**config.mk**
```make
export PLATFORM = sky130hd
export DESIGN_NAME = pipe_stage_buf
export DESIGN_NICKNAME = d
export VERILOG_FILES = /design/src/rtl/pipe_stage_buf.sv
export SDC_FILE = /design/constraint.sdc
export NUM_CORES = 1
export LEC_CHECK = 0
export BUFFER_PORTS_ARGS = -buffer_cell sky130_fd_sc_hd__clkbuf_2
export CAP_MARGIN = 0
export CORE_MARGIN = 4
export CORE_UTILIZATION = 30
export CTS_CLUSTER_DIAMETER = 100
export DETAILED_ROUTE_END_ITERATION = 12
export GPL_TIMING_DRIVEN = 0
export MAX_ROUTING_LAYER = met4
export SYNTH_ARGS = -nofsm -noshare
export SYNTH_HDL_FRONTEND = slang
export SYNTH_SLANG_ARGS = --single-unit
```
**constraint.sdc**
```tcl
create_clock -name clk -period 1.9 [get_ports clk]
set_input_delay 0.285 -clock clk [delete_from_list [all_inputs] [get_ports clk]]
set_output_delay 0.285 -clock clk [all_outputs]
set_load 0.01 [all_outputs]
```
**src/rtl/pipe_stage_buf.sv**
```systemverilog
// Pipeline-stage register with valid/ready handshake, optional 2-entry skid buffer and flush.
// Optional performance counters (bubble/backpressure) are built when PIPE_STAGE_PERF_EN is defined.
module pipe_stage_buf #(
    parameter int unsigned       DATA_W  = 128,
    parameter logic [DATA_W-1:0] NOP_VAL = {DATA_W{1'b0}},
    parameter bit                SKID    = 1'b1
) (
    input  logic              clk,
    input  logic              rst,
    input  logic              flush,
    input  logic              in_valid,
    output logic              in_ready,
    input  logic [DATA_W-1:0] in_data,
    output logic              out_valid,
    input  logic              out_ready,
    output logic [DATA_W-1:0] out_data,
    output logic [1:0]        occupancy
`ifdef PIPE_STAGE_PERF_EN
    ,
    output logic [31:0]       bubble_cnt,
    output logic [31:0]       backpressure_cnt
`endif
);

    // Encoding doubles as the occupancy count.
    typedef enum logic [1:0] {
        ST_EMPTY = 2'd0,
        ST_ONE   = 2'd1,
        ST_FULL  = 2'd2
    } state_t;

    state_t            state_r, state_s;
    logic [DATA_W-1:0] main_r, main_s;
    logic [DATA_W-1:0] skid_r, skid_s;
    logic              in_ready_r, in_ready_s;
    logic              accept_s, emit_s;

    assign out_valid = (state_r != ST_EMPTY);
    assign out_data  = main_r;
    assign occupancy = state_r;
    // Without the skid entry the ready path must look through to downstream.
    assign in_ready  = SKID ? in_ready_r : (!out_valid || out_ready);
    assign accept_s  = in_valid && in_ready;
    assign emit_s    = out_valid && out_ready;

    // Next-state and next-payload selection.
    always_comb begin
        state_s = state_r;
        main_s  = main_r;
        skid_s  = skid_r;
        if (flush) begin
            state_s = ST_EMPTY;
            main_s  = NOP_VAL;
            skid_s  = NOP_VAL;
        end else begin
            case (state_r)
                ST_EMPTY: begin
                    if (accept_s) begin
                        state_s = ST_ONE;
                        main_s  = in_data;
                    end else begin
                        state_s = ST_EMPTY;
                    end
                end
                ST_ONE: begin
                    if (accept_s && emit_s) begin
                        main_s = in_data;
                    end else if (accept_s) begin
                        if (SKID) begin
                            state_s = ST_FULL;
                            skid_s  = in_data;
                        end else begin
                            main_s = in_data;
                        end
                    end else if (emit_s) begin
                        state_s = ST_EMPTY;
                        main_s  = NOP_VAL;
                    end else begin
                        state_s = ST_ONE;
                    end
                end
                ST_FULL: begin
                    if (emit_s) begin
                        state_s = ST_ONE;
                        main_s  = skid_r;
                        skid_s  = NOP_VAL;
                    end else begin
                        state_s = ST_FULL;
                    end
                end
                default: begin
                    state_s = ST_EMPTY;
                    main_s  = NOP_VAL;
                    skid_s  = NOP_VAL;
                end
            endcase
        end
        in_ready_s = (state_s != ST_FULL);
    end

    // State, payload and registered-ready update.
    always_ff @(posedge clk) begin
        if (rst) begin
            state_r    <= ST_EMPTY;
            main_r     <= NOP_VAL;
            skid_r     <= NOP_VAL;
            in_ready_r <= 1'b1;
        end else begin
            state_r    <= state_s;
            main_r     <= main_s;
            skid_r     <= skid_s;
            in_ready_r <= in_ready_s;
        end
    end

`ifdef PIPE_STAGE_PERF_EN
    // Stall statistics; deliberately survive flush and wrap naturally.
    always_ff @(posedge clk) begin
        if (rst) begin
            bubble_cnt       <= 32'd0;
            backpressure_cnt <= 32'd0;
        end else begin
            if (out_ready && !out_valid) begin
                bubble_cnt <= bubble_cnt + 32'd1;
            end else begin
                bubble_cnt <= bubble_cnt;
            end
            if (out_valid && !out_ready) begin
                backpressure_cnt <= backpressure_cnt + 32'd1;
            end else begin
                backpressure_cnt <= backpressure_cnt;
            end
        end
    end
`endif

endmodule
```
; ---- Yosys cells after proc, flatten, opt, wreduce, memory -nomap -nowiden
; Index checks and enable logic that the tools add are counted.
; Widths: inputs -> output; s select.
[classes]
reduce_logical = 8
bitwise_logic = 1
n_eq_ne = 9
mux = 15
[ops]
columns = cell, n
row1 = $mux 128, 6
row2 = $pmux 128 s3, 2
row3 = $ne 2x2->1 const B, 5
row4 = $mux 2, 4
row5 = $reduce_and 4->1, 2
row6 = $ne 3x3->1 const B, 2
row7 = $pmux 2 s3, 1
row8 = $logic_and 1x1->1, 3
row9 = $eq 2x1->1 const B, 1
row10 = $eq 2x2->1 const B, 1
row11 = $logic_not 2->1, 1
row12 = $mux 1, 2
row13 = $reduce_bool 2->1, 1
row14 = $reduce_or 2->1, 1
row15 = $not 1->1, 1
[totals]
wordCells = 37
register_bits = 259
inputBits = 133
output_inout_bits = 132

; ---- Longest topological paths before layout
[depth]
depth_word = 8
depth_mapped = 7
mapped_depth_nobuf = 4

; ---- Least setup slack after synthesis
; Ideal clock, no wire load.
[synth_timing]
kind = register -> register
start = register state_r[1], in the netlist occupancy[1]
end = register main_r[74], in the netlist out_data[74]
required_time_ps = 1772
path_slack_ps = 398
n_path_buf = 3
path_stages_with_launch = 8
arrival_time_ps = 1375
setup_ps = 128
period_less_slack_ps = 1502
path_cell_list = dfxtp_1 buf_4 buf_6 buf_4 mux2i_1 o2bb2ai_1 a22oi_1 nor2_1
[synth_via]
elab_chain_len = 5
elab_cells_between_ends = 13
cone_classes = eq/ne (6) / mux (2) / reduce/logical (5)
[synth_rtl]
columns = element, line
row1 = from (decl), 32  ; state_t state_r, state_s;
row2 = from (signal assigned), 109  ; state_r <= state_s;
row3 = $reduce_bool 2->1, 38  ; assign out_valid = (state_r != ST_EMPTY);
row4 = $logic_and 1x1->1, 44  ; assign emit_s = out_valid && out_ready;
row5 = $logic_and 1x1->1, 66  ; if (accept_s && emit_s) begin
row6 = $ne 3x3->1 (no source line) or $mux 128 (tied branches), --
row7 = $reduce_and 4->1 (no source line) or $pmux 128 s3 (tied branches), --
row8 = to (signal assigned), 110  ; main_r <= main_s;
row9 = to (decl), 33  ; logic [DATA_W-1:0] main_r, main_s;
; Parallel ways exist; a longest one is shown, timed or not.
; A chain may end at the register's enable or synchronous reset.

; ---- Worst setup path in the final report
[layout_timing]
start = register state_r[0], in the netlist occupancy[0]
end = output port out_valid
[layout_via]
elab_chain_len = 1
[layout_rtl]
columns = element, line
row1 = $reduce_bool 2->1, 38
row2 = to (decl), 14  ; output logic out_valid,
; No other way between the ends.

==> summary.md <==
| Metric | Value |
|---|---|
| Status | complete, no violations |
| Clock Path Buffers | 3 |
| Simple-gate portion of the synthesized area | 14.93% |
| Final hold vios | 0 |
| Slew @ Worst Pin | 0.6021 ns |
| Flop pwr share | 43.1% |
| WP data required | 1.62 ns |
| DP HPWL | 27,730 um |
| CTS clk-pin slew, worst paths | 0.06 ns |
| Crit path from | occupancy[0]$_SDFF_PP0_ |
| Io pins | 265 |
| Crit Path Category | flop to output port |
| CTS buffer count | 30 |
| DR vias | 10,700 |
| Post-synth EDFFs | 0 |
| Final wirelength | 39,110 um |
| FFs w/ async S/R, synth | 0% |
| Area of the mapped netlist | 0.01244 mm2 |
| Setup crit end kind | output port |
| Antenna-violating nets left | 0 |
| Avg WL per Cell | 18.04 um |
| DRC Markers | 0 |
| Final period utilization | 98.96% |
| Comb pwr share | 13.4% |
| Post-synthesis compound-gate area fraction | 17.14% |
| Count of cell types in the netlist | 26 |
| Initial Util | 30.40% |
| Clk pwr share | 43.5% |
| Initial antenna violation count | 2 |
| Port Buffer Count | 264 |
| Post-route minimum period | 1.880 ns |
| Post-synthesis to final-layout area growth | 24.96% |
| Vias in the first global route | 10,700 |
| Later-pin clock latency in the skew report | 0.56 ns |
| Gpl congestion | 0.8174 |
| Yosys reg bits | 259 |
| Yosys warns | 0 |
| Clk root buf | clkbuf_16 |
| NetSw | 0.003430 W |
| Fillers | 4,214 |
| Row count | 74 |
| PD cells | 839.2 mW/mm2 |
| Tot GR Track Use | 17.23% |
| Worst r2r src | occupancy[1]$_SDFF_PP0_ |
| Post-synthesis mux area share | 20.68% |
| Main combinational cell family by area after synthesis | multiplexers |
| Initial DRC count | 615 |
| Hold Path Class | primary input to flop |
| Share of the synthesized area in the top cell type | 41.68% |
| Layout cells sized above 1 | 24.71% |
| Die Width | 211.6 um |
| GRT Residual Overflow | 0 |
| Die Area | 0.04479 mm2 |
| Final setup skew | 0.01830 ns |
| Die height | 211.6 um |
| Cell taking the most area after synthesis | dfxtp_1 |
| Sequential element share of the synthesized area | 41.68% |
| RSZ-0062 raised after global routing | true |
| Sw frac | 26.29% |
| Top cells by area, synth | dfxtp_1 42%, mux2i_1 21%, o2bb2ai_1 9.0% |
| FF/Latch Area | 0.005192 mm2 |
| Crit path launch type | flop |
| Final core occ | 37.99% |
| DR vias/cell | 4.934 |
| Detailed Routing Iterations Pass 1 | 5 |
| Sink Count | 259 |
| Max Clock Freq | 531.9 MHz |
| Final setup viols | 0 |
| Top FF cell, synth | dfxtp_1 |
| Final Cell Area | 0.01555 mm2 |
| First-pass GRT wire length | 60,730 um |
| H-tree depth | 1 |
| # Max-Cap Violations | 0 |
| Final Slew Violations | 0 |
| P_leak | 5.979 nW |
| Worst IR drop on VDD | 0.6128 mV |
| Syn Nets | 1,441 |
| Pint | 0.009617 W |
| Synthesized-area fraction occupied by adder cells | 0% |
| Worst path arrival time | 1.60 ns |
| Largest net degree at the start of global routing | 15 |
| CTS tree | done |
| Synth Area in XOR/XNOR | 0% |
| Synth Area per Inst | 9.511 um2 |
| Relative max-transition margin | 59.86% |
| Min-delay src | out_ready |
| Placement Cell Area | 0.01443 mm2 |
| Top fanout value on the critical path | 2 |
| Multi-input logic area | 0.006564 mm2 |
| Cell count after synthesis | 1,308 |
| Core area | 0.04092 mm2 |
| Layout net count | 1,746 |
| Post-CTS Hold Fix Bufs | 0 |
[power groups by stage]
stage          clock network, W  registers (W)  logic (W)
2_1_floorplan                 0        0.00578    0.00101
3_3_place_gp                  0        0.00574    0.00171
3_5_place_dp                  0        0.00574    0.00172
4_1_cts                 0.00584        0.00562    0.00176
5_1_grt                 0.00606        0.00563    0.00194
6_report                0.00567        0.00562    0.00175
[cell usage after synthesis (2+ instances only)]
cell type / n
nand3b_1: 4
dfxtp_1: 259
and2_1: 128
mux2i_1: 257
buf_6: 10
clkbuf_1: 43
or2_2: 2
a21oi_1: 2
buf_4: 20
buf_1: 12
a22oi_1: 128
nor2_1: 258
o2bb2ai_1: 128
buf_2: 45
[metal layers]
layer,track usage [%],up-vias,share of wire [%]
met2,27.51,264,46
met5,-,-,0
met3,2.949,57,5.4
met1,22.74,5097,46
li1,-,5278,-
met4,4.576,0,2.3
[cell type report]
class | count | share of cell area, %
multi-input combinational | 919 | 42.22
sequential | 259 | 33.40
timing repair buffer | 274 | 9.046
clock buffer | 51 | 5.859
buffer | 129 | 4.901
tap | 532 | 4.282
clock inverter | 3 | 0.2736
antenna | 1 | 0.01610
[metrics by stage]
| step | setup WS, ns | hold slack, ns | power, W | instances | setup TNS (ns) |
|---|---|---|---|---|---|
| 3_5_place_dp | -0.5852 | 0.4827 | 0.007466 | 2104 | -106.06 |
| 2_1_floorplan | 0.3975 | 0.4601 | 0.006790 | 1308 | 0 |
| 4_1_cts | -0.04669 | 0.03018 | 0.01323 | 2167 | -0.04669 |
| 3_3_place_gp | -0.5722 | 0.4717 | 0.007445 | 2104 | -97.71 |
| 6_report | 0.01977 | 0.06924 | 0.01305 | 2168 | 0 |
| 5_1_grt | -0.05372 | 0.07575 | 0.01363 | 2168 | -0.6102 |
[path summary, 6_finish.rpt]
| check | slack, ns | depth (start not counted) | to |
|---|---|---|---|
| setup / recovery | 0.02 | 5 | out_valid |
| hold reg to reg | 0.49 | 2 | skid_r[47]$_SDFFE_PP0P_ |
| hold / removal | 0.07 | 3 | occupancy[1]$_SDFF_PP0_ |
| setup reg to reg | 0.10 | 7 | out_data[50]$_SDFFE_PP0P_ |
[registers in the layout, summed over array words and instances, names as in the netlist]
name       count
occupancy      2
out_data     128
skid_r       128
in_ready       1
[logic make-up after synthesis]
logic type,Yosys count
flip-flops,259
AND/OR/NAND/NOR,399
AO/OA/AOI/OAI,263
buffers and inverters,130
multiplexers,257
[critical path, cell delays in order, from the launching register on]
cell and delay (ns):
dfxtp_4 0.34, buf_8 0.12, buf_12 0.12, buf_8 0.11
or2_4 0.23, buf_8 0.12
[timing repair]
action                                  in CTS  in global routing
gates resized for setup                     28                 18
setup buffers                                9                  1
endpoints found under the setup margin     122                195
pin swaps                                    0                  1
[placed cells by master (no fill, tap or decap), types with 30 or more instances in the layout]
master and instances:
buf_4 30, and2_1 128, a22oi_1 128, o2bb2ai_1 128
clkbuf_1 49, nor2_1 258, buf_2 39, clkbuf_2 273
clkbuf_16 31, dfxtp_1 257, mux2i_1 257
Power figures use the tool's default switching activity.
